## config.mk

```make
export PLATFORM = sky130hd
export DESIGN_NAME = wb_init_timeout_ctr
export DESIGN_NICKNAME = d
export VERILOG_FILES = /design/src/rtl/wb_init_timeout_ctr.sv
export SDC_FILE = /design/constraint.sdc
export NUM_CORES = 1
export LEC_CHECK = 0
export CAP_MARGIN = 10
export CORE_AREA = 4 4 41 43
export CTS_CLUSTER_SIZE = 8
export DETAILED_ROUTE_END_ITERATION = 16
export DIE_AREA = 0 0 45 47
export HOLD_SLACK_MARGIN = 0.12
export SYNTH_ARGS = -nofsm -noshare
export SYNTH_HDL_FRONTEND = slang
export SYNTH_SLANG_ARGS = --single-unit
```

## constraint.sdc

```tcl
create_clock -name clock -period 1.6 [get_ports clock]
set_input_delay 0.24 -clock clock [delete_from_list [all_inputs] [get_ports clock]]
set_output_delay 0.24 -clock clock [all_outputs]
set_load 0.05 [all_outputs]
```

## src/rtl/wb_init_timeout_ctr.sv

```systemverilog
// Ack-wait counter: cleared on command accept, counts edges spent in BUS and
// flags expiry on the edge where TIMEOUT_CYCLES edges have elapsed.
module wb_init_timeout_ctr #(
   parameter int TIMEOUT_CYCLES = 256
) (
   input  logic clock,
   input  logic reset,
   input  logic clr,
   input  logic en,
   output logic expired
);

   localparam int CW = $clog2(TIMEOUT_CYCLES + 1);

   logic [CW-1:0] cnt;

   always_ff @(posedge clock or negedge reset) begin
      if (!reset)
         cnt <= '0;
      else if (clr)
         cnt <= '0;
      else if (en)
         cnt <= cnt + 1'b1;
   end

   // cnt holds the number of BUS edges already passed, so this edge is the limit
   assign expired = en && (cnt == CW'(TIMEOUT_CYCLES - 1));

endmodule

```

## Word level (Yosys, flattened, before mapping)

Cells that the tools add are included.

- Input port bits: 4
- Register bits after elaboration: 9
- Logic and storage cells: 7

- Reduce and logical (&&, ||, !) cells: 2
- Muxes and demuxes: 2
- Add/subtract/negate cells: 1
- Eq/ne operators: 1

Operator list:

| operator | count |
|---|---|
| 2-to-1 mux 9 bit | 2 |
| adder 9 x 1 -> 9 bit (second input constant) | 1 |
| == test 9 x 8 -> 1 bit (second input constant) | 1 |
| nonzero test 2 bit | 1 |
| logical AND 1 bit | 1 |

## Logic depth before layout (Yosys ltp)

Gate-level depths: netlist of run 1.

- Depth in word-level cells: 3
- Depth in mapped cells: 5
- Mapped depth without buffers: 5

## Worst setup path after synthesis of run 1

Ideal clock, no wire load.

- Kind: flip-flop to output port
- From: reg cnt[0]
- To: out expired
- Cell stages (with the launch flop): 6
- Path slack: 0.079 ns
- Arrival time: 1.281 ns
- Cell sequence: dfrtp_1 -> ha_1 -> nand3_1 -> nor2_1 -> ha_1 -> and2_1

- Cells in the longest elaborated chain, start to end: 2

RTL lines:

| item | RTL line | RTL |
|---|---|---|
| from (decl) | 15 | `logic [CW-1:0] cnt;` |
| from (signal assigned) | 23 | `cnt <= cnt + 1'b1;` |
| == test 9 x 8 -> 1 bit | 27 | `assign expired = en && (cnt == CW'(TIMEOUT_CYCLES - 1));` |
| logical AND 1 bit | 27 |  |
| to (decl) | 10 | `output logic expired` |

No other way between the ends.

## Worst setup path after layout of run 1

Same ends and word-level chain as after synthesis.

==> results of run 1 <==
[area by class of cell]
type / count / area [um^2] / area share [%]
inverters: 1 / 3.75 / 0.624
clock buffers: 3 / 22.5 / 3.74
well taps: 15 / 18.8 / 3.12
flip-flops and latches: 9 / 225 / 37.4
repair buffers: 11 / 103 / 17.0
multi-input cells: 33 / 224 / 37.2
clock inverters: 1 / 5.00 / 0.832
[power by group through the flow]
| stage | Combinational, mW | Clock, mW | Sequential (mW) |
|---|---|---|---|
| 2_1_floorplan | 0.0209 | 0 | 0.245 |
| 3_3_place_gp | 0.0474 | 0 | 0.242 |
| 3_5_place_dp | 0.0484 | 0 | 0.242 |
| 4_1_cts | 0.0527 | 0.189 | 0.238 |
| 5_1_grt | 0.0595 | 0.202 | 0.238 |
| 6_report | 0.0537 | 0.177 | 0.238 |
[per-stage QoR]
step	cells	TNS [ns]	hold slack, ns	util, %
floorplan	45	0	-0.0556	-
global placement	65	0	0.544	40.7
detailed placement	65	0	0.559	40.7
CTS	72	-0.0554	0.272	45.1
global route	73	-0.153	0.278	46.3
finish	73	-0.0658	0.266	46.3
[metal layers]
layer | wire, um | GRT usage, % | vias to the layer above | part of all wire, %
met1 | 386 | 12.4 | 173 | 45
met3 | 54 | 6.90 | 2 | 6.3
met5 | 0 | 0 | - | 0
met4 | 8 | 3.51 | 0 | 0.93
li1 | - | - | 187 | -
met2 | 407 | 15.3 | 7 | 48
[kinds of logic (layout without fill, tap and decap cells)]
group	Yosys count	in the layout	share of synthesized area, %
and+or+nand+nor	19	19	22.7
AOI/OAI and AO/OA	7	7	8.40
DFF	9	9	50.4
xor gates and xnor gates	4	4	7.84
adders and majority gates	2	2	5.60
buffers and inverters	3	16	2.80
muxes	1	1	2.24
[timing repair]
| action | CTS | global route |
|---|---|---|
| endpoints found under the setup margin | 1 | 1 |
| gates resized for setup | 3 | 2 |
| endpoints found under the hold margin | 0 | 0 |
| pin swaps | 1 | 3 |
| setup buffers | 3 | 1 |
[path summary, 6_finish.rpt]
check                                endpoint  cells after the start
max                                   expired                      6
min in group clock         cnt[8]$_DFFE_PN0P_                      2
max in group asynchronous  cnt[8]$_DFFE_PN0P_                      1
max reg2reg                cnt[6]$_DFFE_PN0P_                      7
min reg2reg                cnt[8]$_DFFE_PN0P_                      2
min                        cnt[5]$_DFFE_PN0P_                      1
[synthesized netlist by cell type]
library cell  number  share of area (%)
a211oi_1           1                1.7
a21oi_1            3                3.4
and2_1             1                1.4
buf_2              1                1.1
clkbuf_1           1               0.84
dfrtp_1            9                 50
ha_1               2                5.6
inv_1              1               0.84
mux2i_1            1                2.2
nand2_1            1               0.84
nand3_1            3                3.4
nand4_1            3                4.2
nand4_2            1                2.8
nor2_1             7                5.9
o21ai_0            3                3.4
or3_1              3                4.2
xnor2_1            1                2.0
xor2_1             3                5.9
==> flow_summary.json, run 1 <==
{
  "swShare_pct": 24.5,
  "pwr-share-clk_pct": 37.8,
  "hold_class": "in -> async",
  "required_ns": 1.36,
  "final_area_um2": 602,
  "p_int_mw": 0.354,
  "place_congestion": 0.704,
  "drt-wirelength-per-cell_um": 11.7,
  "die_x_um": 45,
  "fillers": 133,
  "p_seq_share_pct": 50.7,
  "crit_slowest_cell": "dfrtp_1",
  "maxCapViolCount": 0,
  "top_register": "cnt",
  "drive_gt1_share_pct": 31.0,
  "syn_avg_cell_area_um2": 9.93,
  "initial_core_util_pct": 34.3,
  "drt_iter0_markers": 6,
  "firstDrtPassIters": 2,
  "antenna_cells": 0,
  "rsz0062_at_grt": "true",
  "top_regs": "cnt: 9 flops",
  "root_buffer": "clkbuf_4",
  "grt_pass1_vias": 355,
  "worst-path-buf-inv": 1,
  "synth.distinct_cells": 18,
  "synth_area_um2": 447,
  "worst_ir_drop_vdd_mv": 0.574,
  "synth-seq-cells": 9,
  "vias_per_cell": 5.05,
  "clk_latency_ns": 0.26,
  "htreeDepth": 1,
  "synth_nets": 51,
  "synth_cells": 45,
  "clockBufferDepth": 2,
  "die_area_um2": 2120,
  "powerDensity_nw_per_um2": 779,
  "dp.final_hpwl_um": 573,
  "grtUsageTotal_pct": 10.5,
  "grt_pass1_wl_um": 1480,
  "p_comb_share_pct": 11.5,
  "num-nets-final": 65,
  "io_pins": 5,
  "setup_viol": 1,
  "outcome": "finished, violations left",
  "drc_errors": 0,
  "max_freq_ghz": 0.600,
  "syn_to_final_growth_pct": 34.7,
  "critical_path.startpoint": "cnt[0]$_DFFE_PN0P_",
  "finalMaxSlewViolations": 0,
  "layout_common_cells": "9 x dfrtp_1, 7 x buf_4, 6 x nor2_1",
  "path_clk_slew_ns": 0.06,
  "die_h_um": 47,
  "hold_viol_final": 0,
  "leakage_nw": 0.267,
  "arrival_ns": 1.43,
  "start_kind": "flip-flop",
  "layout_commonest_cell": "dfrtp_1",
  "total_power_mw": 0.469,
  "dpl_worst_slack_ns": 0.109,
  "core_um2": 1300,
  "r2r_slack_ns": 0.14,
  "finalWorstSetupSlack_ns": -0.0658,
  "cts.sinks": 9,
  "critPathMaxFanout": 2,
  "cp_top_family": "adder cells",
  "cpPeakStageDelay_ns": 0.35,
  "worst-setup-path-type": "reg -> out",
  "timing.final.crit_share_pct": 104,
  "io_buffers": 4,
  "endpoint_kind": "output port",
  "grt_max_degree": 10,
  "failed_checks": "negative setup slack",
  "yosysWarningCount": 0,
  "largest_reg_flops": 9,
  "rows": 13,
  "wl_um": 856,
  "tightest_slew_ns": 0.399,
  "skew_ns": 0.00180,
  "maxSlewHeadroom_pct": 73.3,
  "cts_buffers": 3,
  "reg2reg_from": "cnt[0]$_DFFE_PN0P_",
  "ctsHoldBuffers": 0,
  "tritoncts": "yes",
  "place_area_um2": 529,
  "ant_nets": 0,
  "path_cells": "ha_2 -> nand3_2 -> nor2_2 -> ha_2 -> and2_4 -> buf_12",
  "fin_crit_ns": 1.67,
  "antenna_found_initial": 0,
  "switchingPower_mw": 0.115,
  "gr-total-overflow": 0,
  "seq_area_frac_synth_pct": 50.4,
  "crit_top_cell": "ha_2",
  "vias": 369
}
No activity file was read; power rests on OpenSTA's default activity.
==> run 2: changes to the inputs <==
CORE_AREA = 2 2 39 41   (was 4 4 41 43)
DIE_AREA = 0 0 41 43   (was 0 0 45 47)
==> run 2 against run 1 <==
Against the previous run:
- the run still ends with negative setup slack left
- combinational power is 6.7% higher
- clock power about the same
- clock skew is 0.0016 ns higher
- critical path type unchanged
- global-route usage is 3.2 points higher
- sequential power barely moved
==> flow_summary.json, run 2 (synthesized netlist as in run 1, its figures left out) <==
{
  "htreeDepth": 1,
  "tightest_slew_ns": 0.404,
  "r2r_slack_ns": 0.25,
  "pwr-share-clk_pct": 37.6,
  "hold_viol_final": 0,
  "die_x_um": 41,
  "finalWorstSetupSlack_ns": -0.0311,
  "clk_latency_ns": 0.26,
  "antenna_found_initial": 0,
  "die_h_um": 43,
  "place_congestion": 0.663,
  "dp.final_hpwl_um": 617,
  "powerDensity_nw_per_um2": 777,
  "failed_checks": "negative setup slack",
  "vias_per_cell": 5.18,
  "initial_core_util_pct": 32.3,
  "vias": 383,
  "drive_gt1_share_pct": 29.3,
  "rsz0062_at_grt": "true",
  "switchingPower_mw": 0.113,
  "grtUsageTotal_pct": 13.6,
  "top_regs": "cnt: 9 flops",
  "cts_buffers": 3,
  "root_buffer": "clkbuf_4",
  "r2r_end": "cnt[6]$_DFFE_PN0P_",
  "finalMaxSlewViolations": 0,
  "grt_pass1_vias": 372,
  "setup_viol": 1,
  "critical_path.startpoint": "cnt[0]$_DFFE_PN0P_",
  "skew_ns": 0.00343,
  "layout_common_cells": "8 x dfrtp_1, 7 x buf_4, 6 x nor2_1",
  "tritoncts": "yes",
  "p_int_mw": 0.360,
  "max_freq_ghz": 0.613,
  "cts.sinks": 9,
  "core_um2": 1380,
  "required_ns": 1.36,
  "path_clk_slew_ns": 0.06,
  "grt_pass1_wl_um": 1560,
  "leakage_nw": 0.270,
  "antenna_cells": 0,
  "place_area_um2": 531,
  "dpl_worst_slack_ns": 0.132,
  "worst-setup-path-type": "reg -> out",
  "largest_reg_flops": 9,
  "maxSlewHeadroom_pct": 73.0,
  "top_register": "cnt",
  "drc_errors": 0,
  "die_area_um2": 1760,
  "drt_iter0_markers": 2,
  "io_buffers": 4,
  "grt_max_degree": 10,
  "firstDrtPassIters": 4,
  "critPathMaxFanout": 2,
  "clockBufferDepth": 2,
  "maxCapViolCount": 0,
  "layout_commonest_cell": "dfrtp_1",
  "num-nets-final": 65,
  "arrival_ns": 1.39,
  "final_area_um2": 609,
  "syn_to_final_growth_pct": 36.4,
  "timing.final.crit_share_pct": 102,
  "path_cells": "ha_2 -> nand3_2 -> nor2_2 -> ha_1 -> and2_4 -> buf_12",
  "ctsHoldBuffers": 0,
  "p_seq_share_pct": 50.3,
  "outcome": "finished, violations left",
  "gr-total-overflow": 0,
  "reg2reg_from": "cnt[1]$_DFFE_PN0P_",
  "cpPeakStageDelay_ns": 0.38,
  "worst_ir_drop_vdd_mv": 0.361,
  "endpoint_kind": "output port",
  "start_kind": "flip-flop",
  "ant_nets": 0,
  "p_comb_share_pct": 12.1,
  "drt-wirelength-per-cell_um": 12.3,
  "io_pins": 5,
  "wl_um": 913,
  "hold_class": "in -> async",
  "swShare_pct": 24.0,
  "reg2regPathDepth": 6,
  "fin_crit_ns": 1.63,
  "rows": 14,
  "crit_slowest_cell": "dfrtp_1"
}
[run 2: cell count changes in the layout (fill, tap and decap cells not counted)]
cell,before,now
clkbuf_1,0,1
clkinv_2,1,0
dfrtp_1,9,8
dfrtp_2,0,1
ha_1,0,1
ha_2,2,1
nand4_2,1,0
nand4_4,0,1
[run 2: power groups by stage]
stage,registers [mW],logic (mW),clock network (mW)
detailed placement,0.243,0.0490,0
finish,0.238,0.0573,0.178
global route,0.239,0.0656,0.195
CTS,0.238,0.0527,0.184
floorplan,0.245,0.0209,0
global placement,0.242,0.0479,0
[run 2: metrics by stage]
stage	TNS (ns)	hold WS, ns	cells	total power, mW	utilization (%)
floorplan	0	-0.0556	45	0.266	-
global placement	0	0.549	66	0.290	38.3
detailed placement	0	0.557	66	0.292	38.3
CTS	-0.0370	0.285	72	0.475	42.0
global route	-0.117	0.317	74	0.499	44.0
finish	-0.0311	0.270	74	0.473	44.0
[run 2: final cells by class]
class                   count  area, um^2
fillers                   144         774
clock buffers               4        26.3
flip-flops and latches      9         226
inverters                   1        3.75
repair buffers             11         103
multi-input cells          33         230
well taps                  16        20.0
[run 2: how the worst max path moves through the flow]
stage,slack (ns),end,depth (start not counted)
final,-0.03,expired,6
after global routing,-0.12,expired,6
after CTS,-0.04,expired,6
after detailed placement,0.13,cnt[7]$_DFFE_PN0P_,4
after global placement,0.16,cnt[7]$_DFFE_PN0P_,4
after floorplan,0.08,expired,5
[run 2: per-layer routing]
| layer | global-route usage (%) | part of all wire (%) |
|---|---|---|
| met5 | 0 | 0 |
| met4 | 12.0 | 3.7 |
| met3 | 3.14 | 2.0 |
| met2 | 19.4 | 49 |
| met1 | 16.1 | 45 |
[run 2: worst max-delay path: cells and delay by family (launching register included)]
| family | cells | cell delay (ns) |
|---|---|---|
| and+or+nand+nor | 3 | 0.25 |
| adders and majority gates | 2 | 0.36 |
| DFF | 1 | 0.38 |
| buffers and inverters | 1 | 0.14 |
[run 2: repair_timing]
item / 4_1_cts / 5_1_grt
buffers inserted: 2 / 2
pin swaps: 1 / 1
endpoints found under the hold margin: 0 / 0
gates resized for setup: 3 / 3
endpoints found under the setup margin: 1 / 1
==> run 3: changes to the inputs <==
GPL_TIMING_DRIVEN = 0   (was unset)
==> run 3 against run 2 <==
Against the previous run:
- the flow still finishes with violations (negative setup slack)
- via count grew 1.8%
- cell count up 1.4%
- hold slack improved by 0.0067 ns
- critical endpoint unchanged
- largest cell class unchanged
==> flow_summary.json, run 3 (synthesized netlist as in run 1, its figures left out) <==
{
  "setup_viol": 1,
  "maxCapViolCount": 0,
  "endpoint_kind": "output port",
  "rsz0062_at_grt": "true",
  "place_area_um2": 487,
  "leakage_nw": 0.273,
  "cts.sinks": 9,
  "fin_crit_ns": 1.64,
  "rows": 14,
  "syn_to_final_growth_pct": 34.7,
  "max_freq_ghz": 0.610,
  "antenna_cells": 0,
  "powerDensity_nw_per_um2": 781,
  "maxSlewHeadroom_pct": 72.3,
  "antenna_found_initial": 0,
  "finalNonFillerCells": 75,
  "finalWorstSetupSlack_ns": -0.0385,
  "vias": 390,
  "grtUsageTotal_pct": 11.7,
  "vias_per_cell": 5.20,
  "cts_buffers": 3,
  "finalMaxSlewViolations": 0,
  "tns_ns": -0.0385,
  "grt_pass1_vias": 333,
  "fin_util_pct": 43.5,
  "total_power_mw": 0.470,
  "worst_ir_drop_vdd_mv": 0.283,
  "worst-setup-path-type": "reg -> out",
  "drt-wirelength-per-cell_um": 12.5,
  "start_kind": "flip-flop",
  "die_h_um": 43,
  "top_regs": "cnt: 9 flops",
  "required_ns": 1.36,
  "outcome": "finished, violations left",
  "critPathMaxFanout": 2,
  "tightest_slew_ns": 0.414,
  "arrival_ns": 1.40,
  "gr-total-overflow": 0,
  "path_clk_slew_ns": 0.06,
  "core_um2": 1380,
  "tritoncts": "yes",
  "grt_pass1_wl_um": 1360,
  "die_area_um2": 1760,
  "firstDrtPassIters": 4,
  "hold_viol_final": 0,
  "drive_gt1_share_pct": 32.2,
  "drt_iter0_markers": 4,
  "timing.final.crit_share_pct": 102,
  "root_buffer": "clkbuf_4",
  "initial_core_util_pct": 32.3,
  "failed_checks": "negative setup slack",
  "die_x_um": 41,
  "layout_commonest_cell": "dfrtp_1",
  "io_pins": 5,
  "num-nets-final": 66,
  "top_register": "cnt",
  "io_buffers": 2,
  "place_congestion": 0.646,
  "dp.cells": 63,
  "drc_errors": 0,
  "htreeDepth": 1,
  "layout_common_cells": "9 x dfrtp_1, 8 x buf_4, 6 x nor2_1",
  "largest_reg_flops": 9,
  "ant_nets": 0,
  "wl_um": 939,
  "hold_class": "in -> async",
  "clockBufferDepth": 2,
  "skew_ns": 0.00129,
  "final_area_um2": 602,
  "clk_latency_ns": 0.26,
  "grt_max_degree": 11
}
run 3: cell count changes in the layout (fill, tap and decap cells not counted):
cell             previous run  this run
buf_4                       7         8
dfrtp_1                     8         9
buf_12                      1         0
buf_2                       0         1
dfrtp_2                     1         0
clkbuf_1                    1         2
ha_1                        1         0
clkdlybuf4s50_1             3         1
buf_8                       0         1
ha_2                        1         2
run 3: layer usage:
layer  routed length (um)  up-vias  GRT usage, %
li1                     -      186             -
met5                    0        -             0
met4                   14        0          8.00
met3                   29        2          3.14
met1                  422      193          14.8
met2                  473        9          16.6
run 3: where the power goes:
group	internal (mW)	switching (mW)	leakage, nW
registers	0.234	0.00415	0.124
clock network	0.0962	0.0803	0.0150
logic	0.0270	0.0284	0.134
run 3: per-stage QoR:
stage          hold WS (ns)  setup WS (ns)
2_1_floorplan       -0.0556         0.0790
3_3_place_gp          0.550         -0.496
3_5_place_dp          0.560         -0.518
4_1_cts               0.281        -0.0459
5_1_grt               0.313         -0.119
6_report              0.277        -0.0385
run 3: timing repair:
| action | CTS | global route |
|---|---|---|
| setup endpoints to repair | 1 | 1 |
| gates cloned | 0 | 0 |
| buffers inserted | 4 | 4 |
| hold buffers | 0 | 0 |
| gates resized for setup | 11 | 3 |
| pin swaps | 1 | 1 |
run 3: critical path: stages, from the launching register on:
cell,delay [ns]
dfrtp_1,0.36
ha_2,0.19
nand3_2,0.08
nor2_2,0.09
ha_2,0.16
and2_4,0.13
buf_8,0.13
run 3: cell type report:
type	count	area, um^2
Timing Repair Buffer	10	85.1
Inverter	1	3.75
Tap cell	16	20.0
Clock buffer	4	26.3
Sequential cell	9	225
Multi-Input combinational cell	33	233
Buffer	2	8.76
Fill cell	132	782
run 3: final timing paths:
path,slack [ns],start,depth (start not counted),to
max in group asynchronous,1.03,reset,1,cnt[3]$_DFFE_PN0P_
worst min register to register,0.57,cnt[8]$_DFFE_PN0P_,2,cnt[8]$_DFFE_PN0P_
worst max-delay path,-0.04,cnt[1]$_DFFE_PN0P_,6,expired
worst min-delay path,0.28,reset,1,cnt[7]$_DFFE_PN0P_
min in group clock,0.32,en,2,cnt[8]$_DFFE_PN0P_
worst max register to register,0.22,cnt[1]$_DFFE_PN0P_,6,cnt[6]$_DFFE_PN0P_
==> edit 1, RTL diff (config.mk and constraints of run 1) <==
Put a register stage on the output `expired`, cleared by the reset. The value now appears one clock later.
--- a/src/rtl/wb_init_timeout_ctr.sv
+++ b/src/rtl/wb_init_timeout_ctr.sv
@@ -26,3 +26,9 @@
    // cnt holds the number of BUS edges already passed, so this edge is the limit
-   assign expired = en && (cnt == CW'(TIMEOUT_CYCLES - 1));
+   always_ff @(posedge clock or negedge reset) begin
+      if (!reset) begin
+         expired <= '0;
+      end else begin
+         expired <= en && (cnt == CW'(TIMEOUT_CYCLES - 1));
+      end
+   end
 
Function: same outputs for any inputs over 10 cycles, from zero or initial values and one cycle with reset low; that may be too few to reach the edited logic, so the function may still have changed.
==> edit 1 against run 1 <==
Design area is 6.4% lower. Wire length is 4.2% lower. Non-clock buffer count is 6 lower. Total power is 14% higher. Setup slack better by 270 ps. Clock skew is 2.9 ps higher. Sequential cell count is 1 higher. Synthesized area is 5.6% higher. Critical endpoint is now cnt[8]$_DFFE_PN0P_. Highest routed layer unchanged.
==> edit 1: results (changes against run 1) <==
Average cell area after synthesis - 10.3 µm² (+3.3%)
HPWL Detailed - 593 µm (+3.5%)
Max IR drop VDD - 458 µV (-20%)
Routed via count divided by cell count - 5.21 (+3.0%)
Critical Path Fanout Max - 5 (+3)
Pin count of the biggest net entering global routing - 11 (+1)
Number of post-CTS setup repair buffers - 0 (-3)
Synth cell count leaders - sky130_fd_sc_hd__dfrtp_1, sky130_fd_sc_hd__nor2_1
Via count of the first global-routing pass - 326 (-8.2%)
Leading post-synthesis cells by cell area - sky130_fd_sc_hd__dfrtp_1, sky130_fd_sc_hd__nor2_1, sky130_fd_sc_hd__xor2_1, sky130_fd_sc_hd__ha_1, sky130_fd_sc_hd__nand4_1
First-pass GRT wire length - 1440 µm (-2.8%)
Maximum cell stage delay along the critical path - 440 ps (+90 ps)
Post-synthesis net count - 52 (+2.0%)
Fillers - 128 (-3.8%)
Final RePlAce weighted congestion - 0.745 (+5.8%)
Share of final-layout standard cells stronger than drive strength 1 - 13.2% (-18 points)
Final Setup Violations - 0 (-1)
Data arrival time of the critical path - 1570 ps (+140 ps)
Registers with the highest flip-flop counts - cnt (9), expired (1)
Number of gates given a new drive strength after cts - 0 (-3)
Pin slew with the least headroom to its limit - 469 ps (+69.7 ps)
Net switching power - 118 µW (+2.7%)
Clock tree skew after final layout - 4.72 ps (+2.92 ps)
Result of the run - finished clean
Number of cells in the finished layout apart from fillers - 68 (-6.8%)
Detailed-routing iteration count for the pre-antenna-repair pass - 4 (+2)
Number of placed cells counting well taps - 64 (-1.5%)
Number of nets at the end of the flow - 60 (-7.7%)
## edit 1: cell count changes after synthesis, sizes merged
cell	delta
dfrtp	+1
## edit 1: cell families after synthesis
| kind of cell | Yosys count | share of synthesized area, % |
|---|---|---|
| AND/OR/NAND/NOR | 19 | 21.5 |
| flip-flops | 10 | 53.1 |
| AO/OA/AOI/OAI | 7 | 7.96 |
| XOR/XNOR | 4 | 7.43 |
| buffers and inverters | 3 | 2.65 |
| adder cells (fa/ha/maj) | 2 | 5.30 |
| multiplexers | 1 | 2.12 |
## edit 1: per-layer routing
| layer | vias to the layer above | routed length (µm) | part of all wire (%) |
|---|---|---|---|
| li1 | 176 | - | - |
| met1 | 171 | 396 | 48 |
| met2 | 3 | 377 | 46 |
| met3 | 4 | 24 | 2.9 |
| met4 | 0 | 21 | 2.6 |
| met5 | - | 0 | 0 |
## edit 1: critical path: cells and delay by family (launching register included)
kind            cells  cell delay (ps)
fa+ha+maj           2              520
flops               1              440
compound gates      1              220
simple gates        2              130
## edit 1: stage by stage
stage          worst slack (ps)  power (mW)  instance area, µm²
4_1_cts                     197       0.536                 563
6_report                    206       0.533                 563
2_1_floorplan               297       0.292                 472
5_1_grt                    71.6       0.557                 563
3_5_place_dp               96.3       0.310                 527
3_3_place_gp                135       0.309                 527
## edit 1: final timing paths
kind / startpoint / end / depth (start not counted)
min in group clock: cnt[7]$_DFFE_PN0P_ / cnt[7]$_DFFE_PN0P_ / 2
hold / removal: reset / cnt[7]$_DFFE_PN0P_ / 1
setup / recovery: cnt[0]$_DFFE_PN0P_ / cnt[8]$_DFFE_PN0P_ / 5
hold reg to reg: cnt[7]$_DFFE_PN0P_ / cnt[7]$_DFFE_PN0P_ / 2
setup reg to reg: cnt[0]$_DFFE_PN0P_ / cnt[8]$_DFFE_PN0P_ / 5
max in group asynchronous: reset / cnt[1]$_DFFE_PN0P_ / 1
## edit 1: power by group through the flow
| stage | Sequential, mW | Combinational, mW | Clock [mW] |
|---|---|---|---|
| finish | 0.268 | 0.0368 | 0.228 |
| global route | 0.269 | 0.0417 | 0.247 |
| detailed placement | 0.273 | 0.0372 | 0 |
| floorplan | 0.271 | 0.0209 | 0 |
| global placement | 0.272 | 0.0365 | 0 |
| CTS | 0.268 | 0.0375 | 0.230 |
## edit 1: final cells by class
type	count	share of cell area, %
flip-flops and latches	10	44.4
multi-input cells	33	37.1
repair buffers	5	8.00
clock buffers	4	6.44
well taps	15	3.33
inverters	1	0.667
==> edit 2, RTL diff (flow settings as in run 1) <==
Without the edit above. Set the parameter `TIMEOUT_CYCLES` to 512 (it was 256).
--- a/src/rtl/wb_init_timeout_ctr.sv
+++ b/src/rtl/wb_init_timeout_ctr.sv
@@ -3,3 +3,3 @@
 module wb_init_timeout_ctr #(
-   parameter int TIMEOUT_CYCLES = 256
+   parameter int TIMEOUT_CYCLES = 512
 ) (
Behaviour: same outputs for any inputs over 10 cycles, from zero or initial values and one cycle with reset low; that may be too few to reach the edited logic, so the function may still have changed.
==> edit 2 against run 1 <==
Total power is 14% higher. Non-clock buffer count is 1 lower. Count of clock-buffer cells in the layout grew 1. Wire length increased by 19%. Sequential cell count increased by 1. Register-to-register slack improved by 30 ps. Design area increased by 12%. Critical path depth decreased by 3. Synthesized area up 13%. Hold slack improved by 16 ps. Via count rose by 11%. Setup slack better by 80 ps. Highest routed layer is now met3.
==> edit 2: results (changes against run 1) <==
Result of the run - finished clean
Startpoint of the worst-slack reg-to-reg timing path - cnt[6]$_DFFE_PN0P_
Area share of xor/xnor cells in the synthesized design - 6.93% (-0.91 points)
Effective utilization at floorplan - 38.8% (+4.5 points)
Library cells used by synthesis - 22 (+4)
Routed via count divided by cell count - 5.45 (+7.9%)
Proportion of synthesized chip area in sequential cells - 49.5% (-0.92 points)
Detailed router's first-iteration violation count - 2 (-4)
Capture instance of the worst register-to-register path - cnt[9]$_DFFE_PN0P_
Met3 wire length - 35 µm (-35%)
GRT Overall Usage - 12.5% (+2.0 points)
Met1 track demand over resource - 14.1% (+1.7 points)
Number of placed cells counting well taps - 69 (+6.2%)
Depth of the worst register-to-register path - 4 (-3)
Number of nets at the end of the flow - 66 (+1.5%)
Final RePlAce weighted congestion - 0.762 (+8.3%)
Critical Path Fanout Max - 11 (+9)
Leak - 0.259 nW (-3.1%)
Share of final-layout standard cells stronger than drive strength 1 - 31.7% (+0.63 points)
First-pass GRT wire length - 1830 µm (+24%)
Leading post-synthesis cells by cell area - sky130_fd_sc_hd__dfrtp_1, sky130_fd_sc_hd__o31ai_1, sky130_fd_sc_hd__or4_1, sky130_fd_sc_hd__xor2_1, sky130_fd_sc_hd__a21oi_1
Post-synthesis net count - 54 (+5.9%)
Met3 Use GR - 4.98% (-1.9 points)
Total placed instance area - 599 µm² (+13%)
Synthesized-area fraction occupied by adder cells - 2.48% (-3.1 points)
Data arrival time of the critical path - 1350 ps (-80 ps)
Pin count of the biggest net entering global routing - 12 (+2)
Compound-Gate Fraction of Synth Area - 15.1% (+6.7 points)
Fillers - 117 (-12%)
Met2 routed WL - 500 µm (+23%)
Slew headroom - 70.6% (-2.7 points)
Reg-to-reg slack, setup - 170 ps (+30 ps)
Total via count in the routed design - 409 (+11%)
Synth cell count leaders - sky130_fd_sc_hd__dfrtp_1, sky130_fd_sc_hd__a21oi_1, sky130_fd_sc_hd__nor2_1
Clock tree skew after final layout - 3.13 ps (+1.34 ps)
Max IR drop VDD - 511 µV (-11%)
==> edit 2: critical path, stage by stage (launching register included) <==
cell and delay (ps):
sky130_fd_sc_hd__dfrtp_1 410, sky130_fd_sc_hd__nand3_4 150, sky130_fd_sc_hd__nor4_4 340, sky130_fd_sc_hd__buf_12 180
==> edit 2: cell type report <==
class	instances	area (µm²)	share of cell area [%]
sequential	10	254	37.8
timing repair buffer	10	95.1	14.2
tap	15	18.8	2.79
multi-input combinational	35	264	39.3
clock buffer	4	36.3	5.40
inverter	1	3.75	0.559
==> edit 2: metrics by stage <==
stage / hold slack [ps] / power [mW] / setup WS, ps
after global placement: 544 / 0.307 / -28.7
after global routing: 326 / 0.563 / -62.1
final: 282 / 0.537 / 13.8
after floorplan: -55.6 / 0.286 / 47.7
after detailed placement: 547 / 0.307 / -128
after CTS: 294 / 0.545 / 2.40
==> edit 2: worst max-delay path by stage <==
stage               depth (start not counted)                 end                from
floorplan                                   3             expired  cnt[0]$_DFFE_PN0P_
global placement                            4  cnt[8]$_DFFE_PN0P_                  en
detailed placement                          4  cnt[8]$_DFFE_PN0P_                  en
CTS                                         3             expired  cnt[3]$_DFFE_PN0P_
global route                                3             expired  cnt[3]$_DFFE_PN0P_
finish                                      3             expired  cnt[3]$_DFFE_PN0P_
==> edit 2: kinds of logic (layout without fill, tap and decap cells) <==
group / count (synthesis) / count (layout)
xor gates and xnor gates: 4 / 4
buffers and inverters: 4 / 15
AOI/OAI and AO/OA: 12 / 12
and+or+nand+nor: 17 / 17
adders and majority gates: 1 / 1
muxes: 1 / 1
DFF: 10 / 10
==> edit 2: power by group <==
part	internal (mW)	switching (mW)
registers	0.258	0.00457
logic	0.0222	0.0227
clock network	0.138	0.0912
total	0.418	0.119
